File: src/rtl/ghost_sweep_scheduler.sv
// ghost_sweep_scheduler
//
// Paces the four ghost controllers. A free-running divider produces one game
// tick every TICK_DIV cycles. Each tick starts a sweep that strobes each
// ghost's step enable in turn. After the ghost has had a cycle to register
// its new position, the sweep compares that position with Pac-Man's tile.
// The block also owns the scatter/chase/frightened mode timers and reports
// collisions to the game FSM.
//
// Ports
//   clk           system clock, rising edge
//   reset         asynchronous reset, active low
//   pause         freezes the tick divider and, with it, the mode timers
//   power_pellet  one-cycle pulse, enters (or extends) frightened mode
//   pacman_x/y    Pac-Man tile position
//   ghost_x/y     packed ghost positions, ghost i at [i*XW +: XW] / [i*YW +: YW]
//   step_en       one-hot, one-cycle step strobe per ghost
//   mode          0 scatter, 1 chase, 2 frightened
//   fright_warn   frightened and close to running out
//   pacman_hit    a non-frightened ghost landed on Pac-Man
//   ghost_eaten   ghost i was caught while frightened
//   sweep_done    last ghost of the sweep has been checked
//   overrun       sticky; a tick arrived while a sweep was still running
//
// Sweep FSM
//   state | meaning
//   IDLE  | waiting for the next game tick
//   ISSUE | step_en[idx] is being driven this cycle
//   WAIT  | ghost idx registers its new position
//   CHECK | ghost idx is compared with Pac-Man; advance idx or finish

`ifndef WIDTH
`define WIDTH 256
`endif
`ifndef HEIGHT
`define HEIGHT 128
`endif

module ghost_sweep_scheduler #(
    parameter int TICK_DIV      = 2500000,
    parameter int SCATTER_TICKS = 7,
    parameter int CHASE_TICKS   = 20,
    parameter int FRIGHT_TICKS  = 8,
    localparam int XW = $clog2(`WIDTH),
    localparam int YW = $clog2(`HEIGHT)
) (
    input  logic            clk,
    input  logic            reset,
    input  logic            pause,
    input  logic            power_pellet,
    input  logic [XW-1:0]   pacman_x,
    input  logic [YW-1:0]   pacman_y,
    input  logic [4*XW-1:0] ghost_x,
    input  logic [4*YW-1:0] ghost_y,
    output logic [3:0]      step_en,
    output logic [1:0]      mode,
    output logic            fright_warn,
    output logic            pacman_hit,
    output logic [3:0]      ghost_eaten,
    output logic            sweep_done,
    output logic            overrun
);

    localparam int TW   = (TICK_DIV > 1) ? $clog2(TICK_DIV) : 1;
    localparam int PMAX = (SCATTER_TICKS > CHASE_TICKS) ? SCATTER_TICKS : CHASE_TICKS;
    localparam int PW   = $clog2(PMAX + 1);
    localparam int FW   = $clog2(FRIGHT_TICKS + 1);

    localparam logic [1:0] MODE_SCATTER = 2'd0;
    localparam logic [1:0] MODE_CHASE   = 2'd1;
    localparam logic [1:0] MODE_FRIGHT  = 2'd2;

    typedef enum logic [1:0] {
        IDLE  = 2'd0,
        ISSUE = 2'd1,
        WAIT  = 2'd2,
        CHECK = 2'd3
    } state_t;

    // ---------------- tick divider ----------------
    logic [TW-1:0] tick_cnt;
    logic          tick_wrap;
    logic          tick;

    assign tick_wrap = (tick_cnt == TW'(TICK_DIV - 1));
    assign tick      = tick_wrap && !pause;

    always_ff @(posedge clk or negedge reset) begin
        if (!reset) begin
            tick_cnt <= '0;
        end else if (!pause) begin
            tick_cnt <= tick_wrap ? '0 : tick_cnt + TW'(1);
        end
    end

    // ---------------- sweep FSM ----------------
    state_t     state, state_nx;
    logic [1:0] idx, idx_nx;
    logic [3:0] step_nx;
    logic [3:0] eaten_nx;
    logic       hit_nx;
    logic       done_nx;
    logic       ghost_match;

    assign ghost_match = (ghost_x[idx*XW +: XW] == pacman_x) &&
                         (ghost_y[idx*YW +: YW] == pacman_y);

    always_ff @(posedge clk or negedge reset) begin
        if (!reset) begin
            state       <= IDLE;
            idx         <= 2'd0;
            step_en     <= '0;
            pacman_hit  <= 1'b0;
            ghost_eaten <= '0;
            sweep_done  <= 1'b0;
            overrun     <= 1'b0;
        end else begin
            state       <= state_nx;
            idx         <= idx_nx;
            step_en     <= step_nx;
            pacman_hit  <= hit_nx;
            ghost_eaten <= eaten_nx;
            sweep_done  <= done_nx;
            overrun     <= overrun | (tick && (state != IDLE));
        end
    end

    // Strobes are computed from the next state so that they come out of a
    // register exactly in the cycle the FSM occupies ISSUE / leaves CHECK.
    always_comb begin
        state_nx = state;
        idx_nx   = idx;
        step_nx  = '0;
        eaten_nx = '0;
        hit_nx   = 1'b0;
        done_nx  = 1'b0;
        case (state)
            IDLE: begin
                if (tick) begin
                    state_nx = ISSUE;
                    idx_nx   = 2'd0;
                end
            end
            ISSUE: state_nx = WAIT;
            WAIT:  state_nx = CHECK;
            CHECK: begin
                // mode here is the registered value, so a pellet arriving in
                // the same cycle does not change how this collision is scored.
                if (ghost_match) begin
                    if (mode == MODE_FRIGHT) begin
                        eaten_nx[idx] = 1'b1;
                    end else begin
                        hit_nx = 1'b1;
                    end
                end
                if (idx == 2'd3) begin
                    state_nx = IDLE;
                    done_nx  = 1'b1;
                end else begin
                    state_nx = ISSUE;
                    idx_nx   = idx + 2'd1;
                end
            end
            default: state_nx = IDLE;
        endcase
        if (state_nx == ISSUE) begin
            step_nx[idx_nx] = 1'b1;
        end
    end

    // ---------------- mode timers ----------------
    logic [PW-1:0] phase_cnt, phase_nx;
    logic [FW-1:0] fright_cnt, fright_nx;
    logic [1:0]    saved_mode, saved_nx;
    logic [1:0]    mode_nx;
    logic          warn_nx;

    always_ff @(posedge clk or negedge reset) begin
        if (!reset) begin
            mode        <= MODE_SCATTER;
            phase_cnt   <= PW'(SCATTER_TICKS);
            fright_cnt  <= '0;
            saved_mode  <= MODE_SCATTER;
            fright_warn <= 1'b0;
        end else begin
            mode        <= mode_nx;
            phase_cnt   <= phase_nx;
            fright_cnt  <= fright_nx;
            saved_mode  <= saved_nx;
            fright_warn <= warn_nx;
        end
    end

    // A pellet takes priority over a coincident tick; phase_cnt is left
    // untouched for the whole frightened interval and resumes afterwards.
    always_comb begin
        mode_nx   = mode;
        phase_nx  = phase_cnt;
        fright_nx = fright_cnt;
        saved_nx  = saved_mode;
        if (power_pellet) begin
            if (mode != MODE_FRIGHT) begin
                saved_nx = mode;
            end
            mode_nx   = MODE_FRIGHT;
            fright_nx = FW'(FRIGHT_TICKS);
        end else if (tick) begin
            if (mode == MODE_FRIGHT) begin
                if (fright_cnt == FW'(1)) begin
                    mode_nx   = saved_mode;
                    fright_nx = '0;
                end else begin
                    fright_nx = fright_cnt - FW'(1);
                end
            end else if (phase_cnt == PW'(1)) begin
                if (mode == MODE_SCATTER) begin
                    mode_nx  = MODE_CHASE;
                    phase_nx = PW'(CHASE_TICKS);
                end else begin
                    mode_nx  = MODE_SCATTER;
                    phase_nx = PW'(SCATTER_TICKS);
                end
            end else begin
                phase_nx = phase_cnt - PW'(1);
            end
        end
        warn_nx = (mode_nx == MODE_FRIGHT) && (fright_nx <= FW'(FRIGHT_TICKS / 4));
    end

endmodule

File: config.mk
export PLATFORM = sky130hd
export DESIGN_NAME = ghost_sweep_scheduler
export DESIGN_NICKNAME = d
export VERILOG_FILES = /design/src/rtl/ghost_sweep_scheduler.sv
export SDC_FILE = /design/constraint.sdc
export NUM_CORES = 1
export LEC_CHECK = 0
export ABC_AREA = 1
export CORE_MARGIN = 2
export CORE_UTILIZATION = 50
export CTS_BUF_LIST = sky130_fd_sc_hd__clkbuf_16
export DETAILED_ROUTE_END_ITERATION = 10
export PLACE_DENSITY = 0.84
export SLEW_MARGIN = 20
export SYNTH_ARGS = -nofsm -noshare
export SYNTH_HDL_FRONTEND = slang
export SYNTH_SLANG_ARGS = --single-unit
File: constraint.sdc
create_clock -name clk -period 3.1 [get_ports clk]
set_clock_uncertainty 0.2 [all_clocks]
set_input_delay 0.62 -clock clk [delete_from_list [all_inputs] [get_ports clk]]
set_output_delay 0.62 -clock clk [all_outputs]
set_load 0.005 [all_outputs]
==> results by group, run 1 <==
Layout
  – Antenna Cells: 0
  – Fin nets: 746
  – Area grow syn2layout: 30.1%
  – Layout cells sized above 1: 7.58%

Logic synthesis
  – Synth cell count leaders: nand2_1, inv_1, nor2_1
  – Synth cell types: 36
  – Synth top area share: 32.1%
  – Synth top area cells: dfrtp_1, nand2_1, inv_1, nor2_1, nand3_1
  – Register area share after synthesis: 34.2%
  – Top FF cell, synth: dfrtp_1
  – Async SR Flop Fraction: 100%
  – Post-synth EDFFs: 0
  – Number of synthesized register bits: 51
  – Synthesized area: 3740 um2
  – Syn Inst Count: 569
  – Count leader, synth: nand2_1
  – Mean Syn Cell Area: ~6.6 um2
  – Largest area contributor in the netlist: dfrtp_1
  – YS warnings: 0
  – Post-Syn Nets: ~660

Clock tree
  – Hold buffer count at CTS: 0
  – Post-CTS Resized: 0
  – Clk Latency, worst-skew pair: 0.29 ns
  – CTS tree: yes
  – Sink Count: 51
  – Postcts setup bufs: 0
  – Clk Tree Root Cell: clkbuf_16
  – CTS buffer count: 5
  – Clock Pin Slew Worst Setup and Hold Paths: around 0.06 ns
  – H-tree levels: 2
  – Clock buffer depth: 2

STA
  – Worst-Margin Slew: around 0.74 ns
  – Final setup viols: 0
  – Setup tns final: 0 ns
  – Max Fclk: approximately 430 MHz
  – Max-slew violation count: 0
  – RSZ-0062 raised after global routing: false
  – Max-slew headroom: 50.6%
  – Minimum clock period: 2.32 ns
  – Final hold violation count: 0
  – Fin crit share: 74.9%

Detailed routing
  – Drt wl/cell: 12.0 um
  – Drt drc: 0
  – Vias per cell: 5.08
  – Antenna-violating nets left: 0
  – Final Routed Wirelength: slightly above 9000 um
  – TritonRoute pass-1 iters: 4
  – Vias: just under 4000
  – Starting DRT DRC Count: 181

Run
  – Number of max-cap violations: 0

Floorplan
  – Io pins: between 90 and 100
  – Core Box Area: 7250 um2
  – Die width: 90.5 um
  – Full die area: 8180 um2
  – # rows: 31
  – Die span in y: 90.5 um
  – Starting density of the core: 51.5%

Critical path
  – Reg2reg path depth: 10
  – Worst setup SP type: input pin
  – Crit path kind: input pin to register
  – Worst EP arrival: 2.29 ns
  – Worst r2r src: idx[1]
  – Worst-path fanout max: 8
  – Crit. End Element: register
  – Critical path required time: roughly 3 ns
  – CP Launch Point: pause

Placement
  – HPWL after DPL: 7420 um
  – Buffers added on ports: 92
  – GP Congestion: 0.914

Global route
  – Number of global-route vias before repair: roughly 3800
  – Initial antenna violation count: 0
  – Total congestion overflow: 0
  – First-pass GRT wire length: 15900 um
  – Largest net degree at the start of global routing: 32
  – Overall routing resource usage: 23.1%

Power
  – Leak: 2.45 nW
  – Power Density: around 360 nW/um2
  – Total power: 0.00175 W
  – Peak VDD IR: 223 uV

Outcome
  – Outcome: finished, final reports clean

Min path
  – Hold WC Path Type: input pin to async pin
## critical path, stage by stage
cell	delay, ns
clkdlybuf4s50_1	0.51
inv_2	0.18
nand2_2	0.08
nor2_2	0.13
nand3_1	0.14
nor2_2	0.21
nand2_1	0.09
o21ai_0	0.22
a21oi_1	0.10
## area by class of cell
cell class | instances | area (um2)
clock buffers | 5 | 125
clock inverters | 3 | 42.5
fillers | 629 | 2390
inverters | 83 | 317
multi-input cells | 424 | 2040
flip-flops and latches | 51 | 1280
well taps | 99 | 124
repair buffers | 94 | 931
## metal layers
layer	track usage, %	part of all wire, %	vias up
li1	-	-	1965
met2	42.2	50	128
met4	8.46	2.0	0
met3	5.09	6.9	13
met1	26.4	41	1751
met5	0	0	-
## flip-flops by register name (all words and copies together), names as in the netlist
signal	count
overrun	1
pacman_hit	1
saved_mode	2
fright_warn	1
fright_cnt	4
tick_cnt	22
mode	2
state	2
sweep_done	1
step_en	4
ghost_eaten	4
phase_cnt	5
idx	2
## cells by family after synthesis
kind of cell / after synthesis / share of synthesized area, %
and+or+nand+nor: 352 / 41.1
buffers and inverters: 94 / 11.1
AOI/OAI and AO/OA: 52 / 8.10
DFF: 51 / 34.2
xor gates and xnor gates: 12 / 2.81
adders and majority gates: 8 / 2.68
## final timing paths
path,endpoint,slack (ns)
min in group clk,tick_cnt[19],0.30
max in group asynchronous,phase_cnt[0],1.77
worst min register to register,tick_cnt[19],0.30
worst max-delay path,tick_cnt[13],0.78
worst min-delay path,tick_cnt[19],0.15
worst max register to register,ghost_eaten[1],0.96
## per-stage QoR
stage	hold WS [ns]	std cells	utilization, %	setup WS [ns]	cell area (um2)
after floorplan	0.124	569	-	1.27	3740
after global placement	0.278	751	64.7	0.587	4690
after detailed placement	0.283	751	64.7	0.503	4690
after CTS	0.185	759	67.0	0.805	4860
after global routing	0.215	759	67.0	0.589	4860
final	0.152	759	67.0	0.780	4860
## cells in the final DEF, fill, tap and decap left out, drive strengths merged, types with 14 or more instances in the layout
master	netlist	layout
nand3	34	34
a21oi	31	31
dfrtp	48	48
nand2	210	210
nor2	73	73
inv	83	84
o21ai	14	14
nand4	14	14
clkdlybuf4s50	0	91
## report_power, final
group | switching [W] | internal, W | total (W)
combinational | 0.000172 | 0.000181 | 0.000353
clock | 0.000243 | 0.000381 | 0.000624
sequential | 0.0000627 | 0.000711 | 0.000774
total | 0.000478 | 0.00127 | 0.00175
Power figures use the tool's default switching activity.
==> run 2, diff against run 1 <==
==> constraint.sdc (replaced) <==
create_clock -name clk -period 2.2 [get_ports clk]
set_clock_uncertainty 0.2 [all_clocks]
set_input_delay 0.44 -clock clk [delete_from_list [all_inputs] [get_ports clk]]
set_output_delay 0.44 -clock clk [all_outputs]
set_load 0.005 [all_outputs]
==> run 2 against run 1 <==
Effect of this change: register-to-register slack lost 0.80 ns; design area grew 2.1%; final cell count grew 2.0%; non-clock buffer count grew 15; clock power grew 19%.
==> results by group, run 2 (synthesis gave the netlist of run 1 again) <==
Layout
  – Most frequent cells in the layout: nand2_1, clkdlybuf4s50_1, inv_1, nor2_1, dfrtp_1
  – Fin nets: roughly 760
  – Biggest register: tick_cnt
  – Largest registers: tick_cnt (22), phase_cnt (5)
  – Filler cell count: 586
  – Layout cells sized above 1: a little under a tenth
  – Area grow syn2layout: 32.8%
  – Final Cell Area: around 5000 um2
  – Antenna Cells: 0
  – Max reg flops: 22
  – Leading cell type in the layout, fill and taps excluded: nand2_1

Critical path
  – Worst EP arrival: 2.00 ns
  – Worst-path fanout max: 9
  – Worst r2r src: tick_cnt[0]
  – Flop2flop setup slack: 0.16 ns
  – Worst setup SP type: register
  – Crit. End Element: register
  – Critical path required time: between 2 and 2.5 ns
  – Crit path kind: register to register
  – Reg2reg path depth: 10
  – Reg-to-Reg End: phase_cnt[3]

Run
  – Number of max-cap violations: 0

Detailed routing
  – TritonRoute pass-1 iters: 7
  – Final Routed Wirelength: 9120 um
  – Drt drc: 0
  – Antenna-violating nets left: 0
  – Starting DRT DRC Count: 142
  – Vias per cell: 5.06
  – Drt wl/cell: 11.8 um
  – Vias: about 3900

Placement
  – Placed cell area: roughly 4800 um2
  – HPWL after DPL: 7350 um
  – Buffers added on ports: 92
  – GP Congestion: 0.968

STA
  – Final setup viols: 0
  – Worst Hold Margin: 0.297 ns
  – Worst-Margin Slew: 0.517 ns
  – Max Fclk: 490 MHz
  – Fin crit share: 92.8%
  – Final hold violation count: 0
  – Minimum clock period: 2.04 ns
  – Max-slew headroom: about 66%
  – Max-slew violation count: 0
  – RSZ-0062 raised after global routing: false

Global route
  – Number of global-route vias before repair: 3658
  – Initial antenna violation count: 0
  – Overall routing resource usage: 22.5%
  – Total congestion overflow: 0
  – First-pass GRT wire length: between 15000 and 20000 um
  – Largest net degree at the start of global routing: 31

Floorplan
  – Starting density of the core: between 50% and 60%
  – Die span in y: 90.5 um
  – Full die area: around 8000 um2
  – Die width: 90.5 um
  – # rows: 31
  – Core Box Area: 7250 um2
  – Io pins: 93

Min path
  – Hold WC Path Type: register to register
  – Worst Hold End: tick_cnt[19]
  – Hold_sp: tick_cnt[19]
  – Hold path cells: 1

Clock tree
  – Clock Pin Slew Worst Setup and Hold Paths: around 0.060 ns
  – CTS buffer count: 5
  – Post-CTS Resized: 0
  – Sink Count: 51
  – H-tree levels: 2
  – Clk Latency, worst-skew pair: 0.29 ns
  – Clk Tree Root Cell: clkbuf_16
  – Clock buffer depth: 2
  – CTS tree: yes

Outcome
  – Outcome: finished, final reports clean

Power
  – Peak VDD IR: 315 uV
  – Leak: 2.52 nW
  – Power Density: 472 nW/um2
[run 2: worst max path at each step]
stage                      from        endpoint  slack, ns  depth (start not counted)
global route             idx[1]  ghost_eaten[2]      0.007                         12
finish              tick_cnt[0]    phase_cnt[3]       0.16                         10
floorplan           tick_cnt[0]    tick_cnt[20]       0.41                         10
CTS                      idx[1]  ghost_eaten[3]       0.14                         12
detailed placement        pause      step_en[2]      -0.04                         13
global placement          pause    tick_cnt[20]       0.02                         10
[run 2: final cells by class]
class                           instances  area [um2]  share of cell area [%]
Multi-Input combinational cell        424        2040                    41.2
Sequential cell                        51        1280                    25.8
Timing Repair Buffer                  109        1060                    21.3
Inverter                               83         317                    6.38
Clock buffer                            5         125                    2.52
Tap cell                               99         124                    2.50
Clock inverter                          3        16.3                   0.328
[run 2: timing repair]
item	CTS	global route
endpoints found under the hold margin	21	0
hold buffers	1	0
setup buffers	0	0
[run 2: where the power goes]
group	switching, W	internal (W)	leakage, nW
logic	0.000246	0.000268	1.81
clock network	0.000325	0.000415	0.0710
registers	0.0000843	0.00100	0.639
[run 2: per-stage QoR]
stage	TNS (ns)	util (%)	setup WS [ns]	cells	total power, W
3_3_place_gp	0	66.3	0.0220	765	0.00160
5_1_grt	0	68.4	0.00711	774	0.00247
3_5_place_dp	-0.0808	66.3	-0.0354	765	0.00161
2_1_floorplan	0	-	0.405	569	0.00136
6_report	0	68.4	0.157	774	0.00234
4_1_cts	0	68.4	0.143	774	0.00235
[run 2: critical path, cell delays in order, from the launching register on]
cell and delay, ns:
dfrtp_1 0.40, ha_1 0.25, nand2_1 0.11, nor2_1 0.11, inv_1 0.06, nor2_1 0.10
nand3_1 0.10, nor2_1 0.19, nand2_1 0.22, nand2_1 0.10, o21ai_0 0.09
[run 2: layer usage]
layer / GRT usage (%) / routed length, um / share of wire, %
met3: 5.26 / 698 / 7.7
met2: 40.0 / 4530 / 50
met1: 26.7 / 3660 / 40
met5: 0 / 0 / 0
met4: 7.95 / 224 / 2.5
==> RTL change 1 (flow settings as in run 2) <==
Re-encode `state_t` (4 states) as Gray code, 2 bits wide.
--- a/src/rtl/ghost_sweep_scheduler.sv
+++ b/src/rtl/ghost_sweep_scheduler.sv
@@ -73,6 +73,6 @@
     typedef enum logic [1:0] {
-        IDLE  = 2'd0,
-        ISSUE = 2'd1,
-        WAIT  = 2'd2,
-        CHECK = 2'd3
+        IDLE  = 2'b00,
+        ISSUE = 2'b01,
+        WAIT  = 2'b11,
+        CHECK = 2'b10
     } state_t;
Check against the original RTL: no difference found for any inputs over 10 cycles, from zero or initial values and one cycle with reset low; not proved beyond that.
==> RTL change 1 against run 2 <==
Worst setup slack gained 0.033 ns; non-clock buffer count grew 2; wire length shrank 4.7%; power shrank 1.3%; final area shrank 5.4%; hold slack lost 0.016 ns; synthesized area shrank 7.3%; global-route usage grew 1.4 points; sequential cell count is the same; largest cell class unchanged.
==> RTL change 1: results <==
export IMPL_outcome="completed"
export IMPL_synth_xor_area_share=0.02529
export IMPL_postCtsSetupRepairBufs=0
export IMPL_synthFlopType="dfrtp_1"
export IMPL_vias_per_cell=5.041
export IMPL_port_buffers=92
export IMPL_place_gp_congestion=0.8689
export IMPL_yosysWarnings=0
export IMPL_regToRegEndpoint="fright_warn$_DFF_PN0_"
export IMPL_slew_limit_headroom=0.7769
export IMPL_first_pass_iters=4
export IMPL_critical_path_arrival_ns=1.99
export IMPL_layout_drive_gt1_share=0.07287
export IMPL_min_from="state[0]$_DFF_PN0_"
export IMPL_grt_pass1_vias=3486
export IMPL_regToRegStartpoint="tick_cnt[1]$_DFFE_PN0N_"
export IMPL_power_leakage_uw=0.002503
export IMPL_path_clk_slew_ns=0.06
export IMPL_hold_class="flip-flop to flip-flop"
export IMPL_p_int_uw=1685
export IMPL_synth_compound_area_frac=0.06756
export IMPL_grt_max_degree=49
export IMPL_reg2reg_depth=10
export IMPL_yosysSeqAreaShare=0.3696
export IMPL_num_antenna_cells=0
export IMPL_wl_per_cell_um=11.98
export IMPL_antenna_found_initial=0
export IMPL_yosysUniqueCellTypes=34
export IMPL_holdPathEnd="state[1]$_DFF_PN0_"
export IMPL_nets=728
export IMPL_r2r_slack_ns=0.19
export IMPL_top_regs="tick_cnt: 22 flops, phase_cnt: 5 flops"
export IMPL_ir_drop_uv=463.5
export IMPL_worstHoldPathCells=0
export IMPL_timing_hold_ws_ns=0.2804
export IMPL_clk_latency_ns=0.29
export IMPL_grt_pass1_wl_mm=14.83
export IMPL_fillers=537
export IMPL_numCtsBuffers=5
export IMPL_cts_root_buf="clkbuf_16"
export IMPL_synthArstFlopShare=1.000
export IMPL_cts_max_level=2
export IMPL_synthTopCellsByCount="nand2_1, inv_1, nor2_1"
export IMPL_synth_area_mux_share=0
export IMPL_crit_fanout=4
export IMPL_clock_path_buffers=2
export IMPL_ys_top_cells_by_area="dfrtp_1, nand2_1, inv_1"
export IMPL_drt_iter0_drc=164
export IMPL_grtUsageTotal=0.2394
export IMPL_synth_fa_ha_area_frac=0.01806
export IMPL_dp_hpwl_mm=6.685
export IMPL_place_ws_ns=-0.2324
export IMPL_synth_nets=623
==> RTL change 1: cells by family after synthesis <==
kind of cell,after synthesis
AOI/OAI and AO/OA,42
xor gates and xnor gates,10
adders and majority gates,5
buffers and inverters,79
DFF,51
and+or+nand+nor,352
==> RTL change 1: power groups by stage <==
stage          combinational [µW]  clock (µW)  sequential [µW]
2_1_floorplan                 257           0             1090
3_3_place_gp                  465           0             1110
3_5_place_dp                  483           0             1110
4_1_cts                       490         739             1100
5_1_grt                       553         772             1110
6_report                      486         727             1100
==> RTL change 1: metrics by stage <==
stage          instances  setup TNS (ns)  instance area [µm²]
6_report             725               0                 4696
5_1_grt              725               0                 4696
4_1_cts              725               0                 4684
3_5_place_dp         716          -1.792                 4537
3_3_place_gp         716         -0.7375                 4537
2_1_floorplan        539               0                 3463
==> RTL change 1: metal layers <==
metal / vias up / wire (µm) / GRT usage / share of wire
li1: 1885 / - / - / -
met1: 1657 / 3650 / 0.2960 / 0.42
met2: 92 / 4433 / 0.4240 / 0.51
met4: 0 / 218 / 0.07692 / 0.025
met3: 21 / 384 / 0.04076 / 0.044
met5: - / 0 / 0 / 0
==> RTL change 1: worst max path at each step <==
stage | endpoint | from | slack (ns) | cells after the start
6_report | fright_warn$_DFF_PN0_ | tick_cnt[1]$_DFFE_PN0N_ | 0.19 | 10
5_1_grt | fright_warn$_DFF_PN0_ | phase_cnt[1]$_DFFE_PN1P_ | 0.02 | 12
4_1_cts | phase_cnt[4]$_DFFE_PN0P_ | pause | 0.06 | 11
3_5_place_dp | phase_cnt[4]$_DFFE_PN0P_ | pause | -0.23 | 11
3_3_place_gp | phase_cnt[4]$_DFFE_PN0P_ | pause | -0.14 | 11
2_1_floorplan | tick_cnt[20]$_DFFE_PN0N_ | tick_cnt[1]$_DFFE_PN0N_ | 0.41 | 10
==> RTL change 1: what timing repair did <==
item,4_1_cts,5_1_grt
resized for setup,0,4
hold endpoints to repair,3,0
endpoints found under the setup margin,0,7
hold buffers,1,0
==> RTL change 1: worst max-delay path, stage by stage, from the launching register on <==
cell	delay, ns
dfrtp_1	0.38
ha_1	0.20
nand4_1	0.11
nor2_1	0.26
nand2_1	0.08
nor2_1	0.23
nand2_1	0.11
nand2_1	0.07
nand3_1	0.10
nor2_1	0.11
nor2_1	0.05
==> RTL change 1: layout make-up <==
cell class | instances | area (µm²) | area share
clock inverters | 3 | 12.51 | 0.002665
clock buffers | 5 | 125.1 | 0.02665
flip-flops and latches | 51 | 1280 | 0.2726
well taps | 80 | 100.1 | 0.02132
multi-input cells | 409 | 1846 | 0.3930
inverters | 66 | 252.7 | 0.05382
repair buffers | 111 | 1080 | 0.2300
==> RTL change 2 (flow settings as in run 2) <==
Made on the original files. `SCATTER_TICKS`: 7 -> 14.
--- a/src/rtl/ghost_sweep_scheduler.sv
+++ b/src/rtl/ghost_sweep_scheduler.sv
@@ -40,3 +40,3 @@
     parameter int TICK_DIV      = 2500000,
-    parameter int SCATTER_TICKS = 7,
+    parameter int SCATTER_TICKS = 14,
     parameter int CHASE_TICKS   = 20,
Behaviour: same outputs for any inputs over 10 cycles, from zero or initial values and one cycle with reset low; that may be too few to reach the edited logic, so the function may still have changed.
==> RTL change 2 against run 2 <==
Sequential cell count unchanged; worst setup slack worse by 0.031 ns; power up 5.7%; synthesized area down 1.7%; clock power up 16%; largest power group unchanged; wire length up 4.6%; final area up 0.63%; critical endpoint is now fright_warn$_DFF_PN0_; die area down 1.6%.
==> RTL change 2: results <==
export IMPL_port_buffers=92
export IMPL_r2r_slack_ns=0.18
export IMPL_hold_class="flip-flop to flip-flop"
export IMPL_synth_xor_area_share=0.02623
export IMPL_max_stage_delay_ns=0.45
export IMPL_critical_path_arrival_ns=2.06
export IMPL_path_clk_slew_ns=0.07
export IMPL_synth_compound_area_frac=0.05824
export IMPL_yosysWarnings=0
export IMPL_ir_drop_uv=303.5
export IMPL_holdPathEnd="overrun$_DFF_PN0_"
export IMPL_cts_max_level=2
export IMPL_drt_iter0_drc=158
export IMPL_layout_drive_gt1_share=0.06543
export IMPL_grt_pass1_vias=3954
export IMPL_synthTopCellsByCount="nand2_1, inv_1, nor2_1"
export IMPL_use_met2=0.4495
export IMPL_cts_root_buf="clkbuf_16"
export IMPL_power_leakage_uw=0.002595
export IMPL_nets=789
export IMPL_clock_path_buffers=2
export IMPL_final_cells=802
export IMPL_num_antenna_cells=0
export IMPL_dp_hpwl_mm=7.672
export IMPL_regToRegEndpoint="fright_warn$_DFF_PN0_"
export IMPL_tightest_slew_ns=0.5412
export IMPL_synthArstFlopShare=1.000
export IMPL_synth_area_mux_share=0
export IMPL_timing_hold_ws_ns=0.2879
export IMPL_cp_slowest_cell="clkdlybuf4s50_1"
export IMPL_drt_wl_total_mm=9.538
export IMPL_yosysUniqueCellTypes=34
export IMPL_ant_nets=0
export IMPL_placedInstanceArea_um2=4815
export IMPL_crit_fanout=4
export IMPL_fillers=611
export IMPL_synth_fa_ha_area_frac=0.02725
export IMPL_grt_pass1_wl_mm=16.47
export IMPL_place_gp_congestion=0.9551
export IMPL_outcome="completed"
export IMPL_regToRegStartpoint="tick_cnt[1]$_DFFE_PN0N_"
export IMPL_avgSynthCellArea_um2=6.216
export IMPL_grtUsageTotal=0.2430
export IMPL_grt_max_degree=32
export IMPL_min_from="overrun$_DFF_PN0_"
export IMPL_top_regs="tick_cnt: 22 flops, phase_cnt: 5 flops"
export IMPL_grt_met1_usage=0.2851
export IMPL_num_vias=4026
export IMPL_synthFlopType="dfrtp_1"
export IMPL_met3_usage=0.03856
export IMPL_antenna_found_initial=0
export IMPL_ys_top_cells_by_area="dfrtp_1, nand2_1, inv_1"
export IMPL_synth_nets=678
export IMPL_yosysSeqAreaShare=0.3484
export IMPL_first_pass_iters=7
export IMPL_place_ws_ns=-0.1738
-- RTL change 2: critical path, delay by kind of cell --
kind / cells / cell delay (ns)
simple gates: 10 / 1.16
buf+inv: 1 / 0.45
-- RTL change 2: where the power goes --
part	internal (µW)	switching, µW
logic	253	266
clock network	529	330
registers	1010	89.2
total	1790	684
-- RTL change 2: routing by layer --
| metal | part of all wire | routed length, µm |
|---|---|---|
| met5 | 0 | 0 |
| met4 | 0.017 | 158 |
| met3 | 0.065 | 623 |
| met2 | 0.51 | 4880 |
| met1 | 0.41 | 3876 |
-- RTL change 2: repair_timing --
action                                  4_1_cts  5_1_grt
hold buffers                                  1        0
hold endpoints to repair                     19        0
endpoints found under the setup margin        0        6
resized for setup                             0        3
-- RTL change 2: worst max path at each step --
stage                                 start                        to  slack, ns  cells past startpoint
global route        tick_cnt[1]$_DFFE_PN0N_     fright_warn$_DFF_PN0_      0.009                     10
CTS                                   pause     fright_warn$_DFF_PN0_       0.12                     11
floorplan           tick_cnt[0]$_DFFE_PN0N_  tick_cnt[18]$_DFFE_PN0N_       0.47                      9
finish                                pause     fright_warn$_DFF_PN0_       0.13                     11
detailed placement                    pause     fright_warn$_DFF_PN0_      -0.17                     11
global placement                      pause  tick_cnt[20]$_DFFE_PN0N_      -0.10                      8
-- RTL change 2: cell type report --
type | count | area [µm²] | area share
clock buffer | 5 | 125.1 | 0.02505
clock inverter | 3 | 37.54 | 0.007515
inverter | 80 | 300.3 | 0.06012
multi-input combinational | 448 | 2029 | 0.4063
sequential | 51 | 1280 | 0.2563
tap | 99 | 123.9 | 0.02480
timing repair buffer | 116 | 1099 | 0.2199
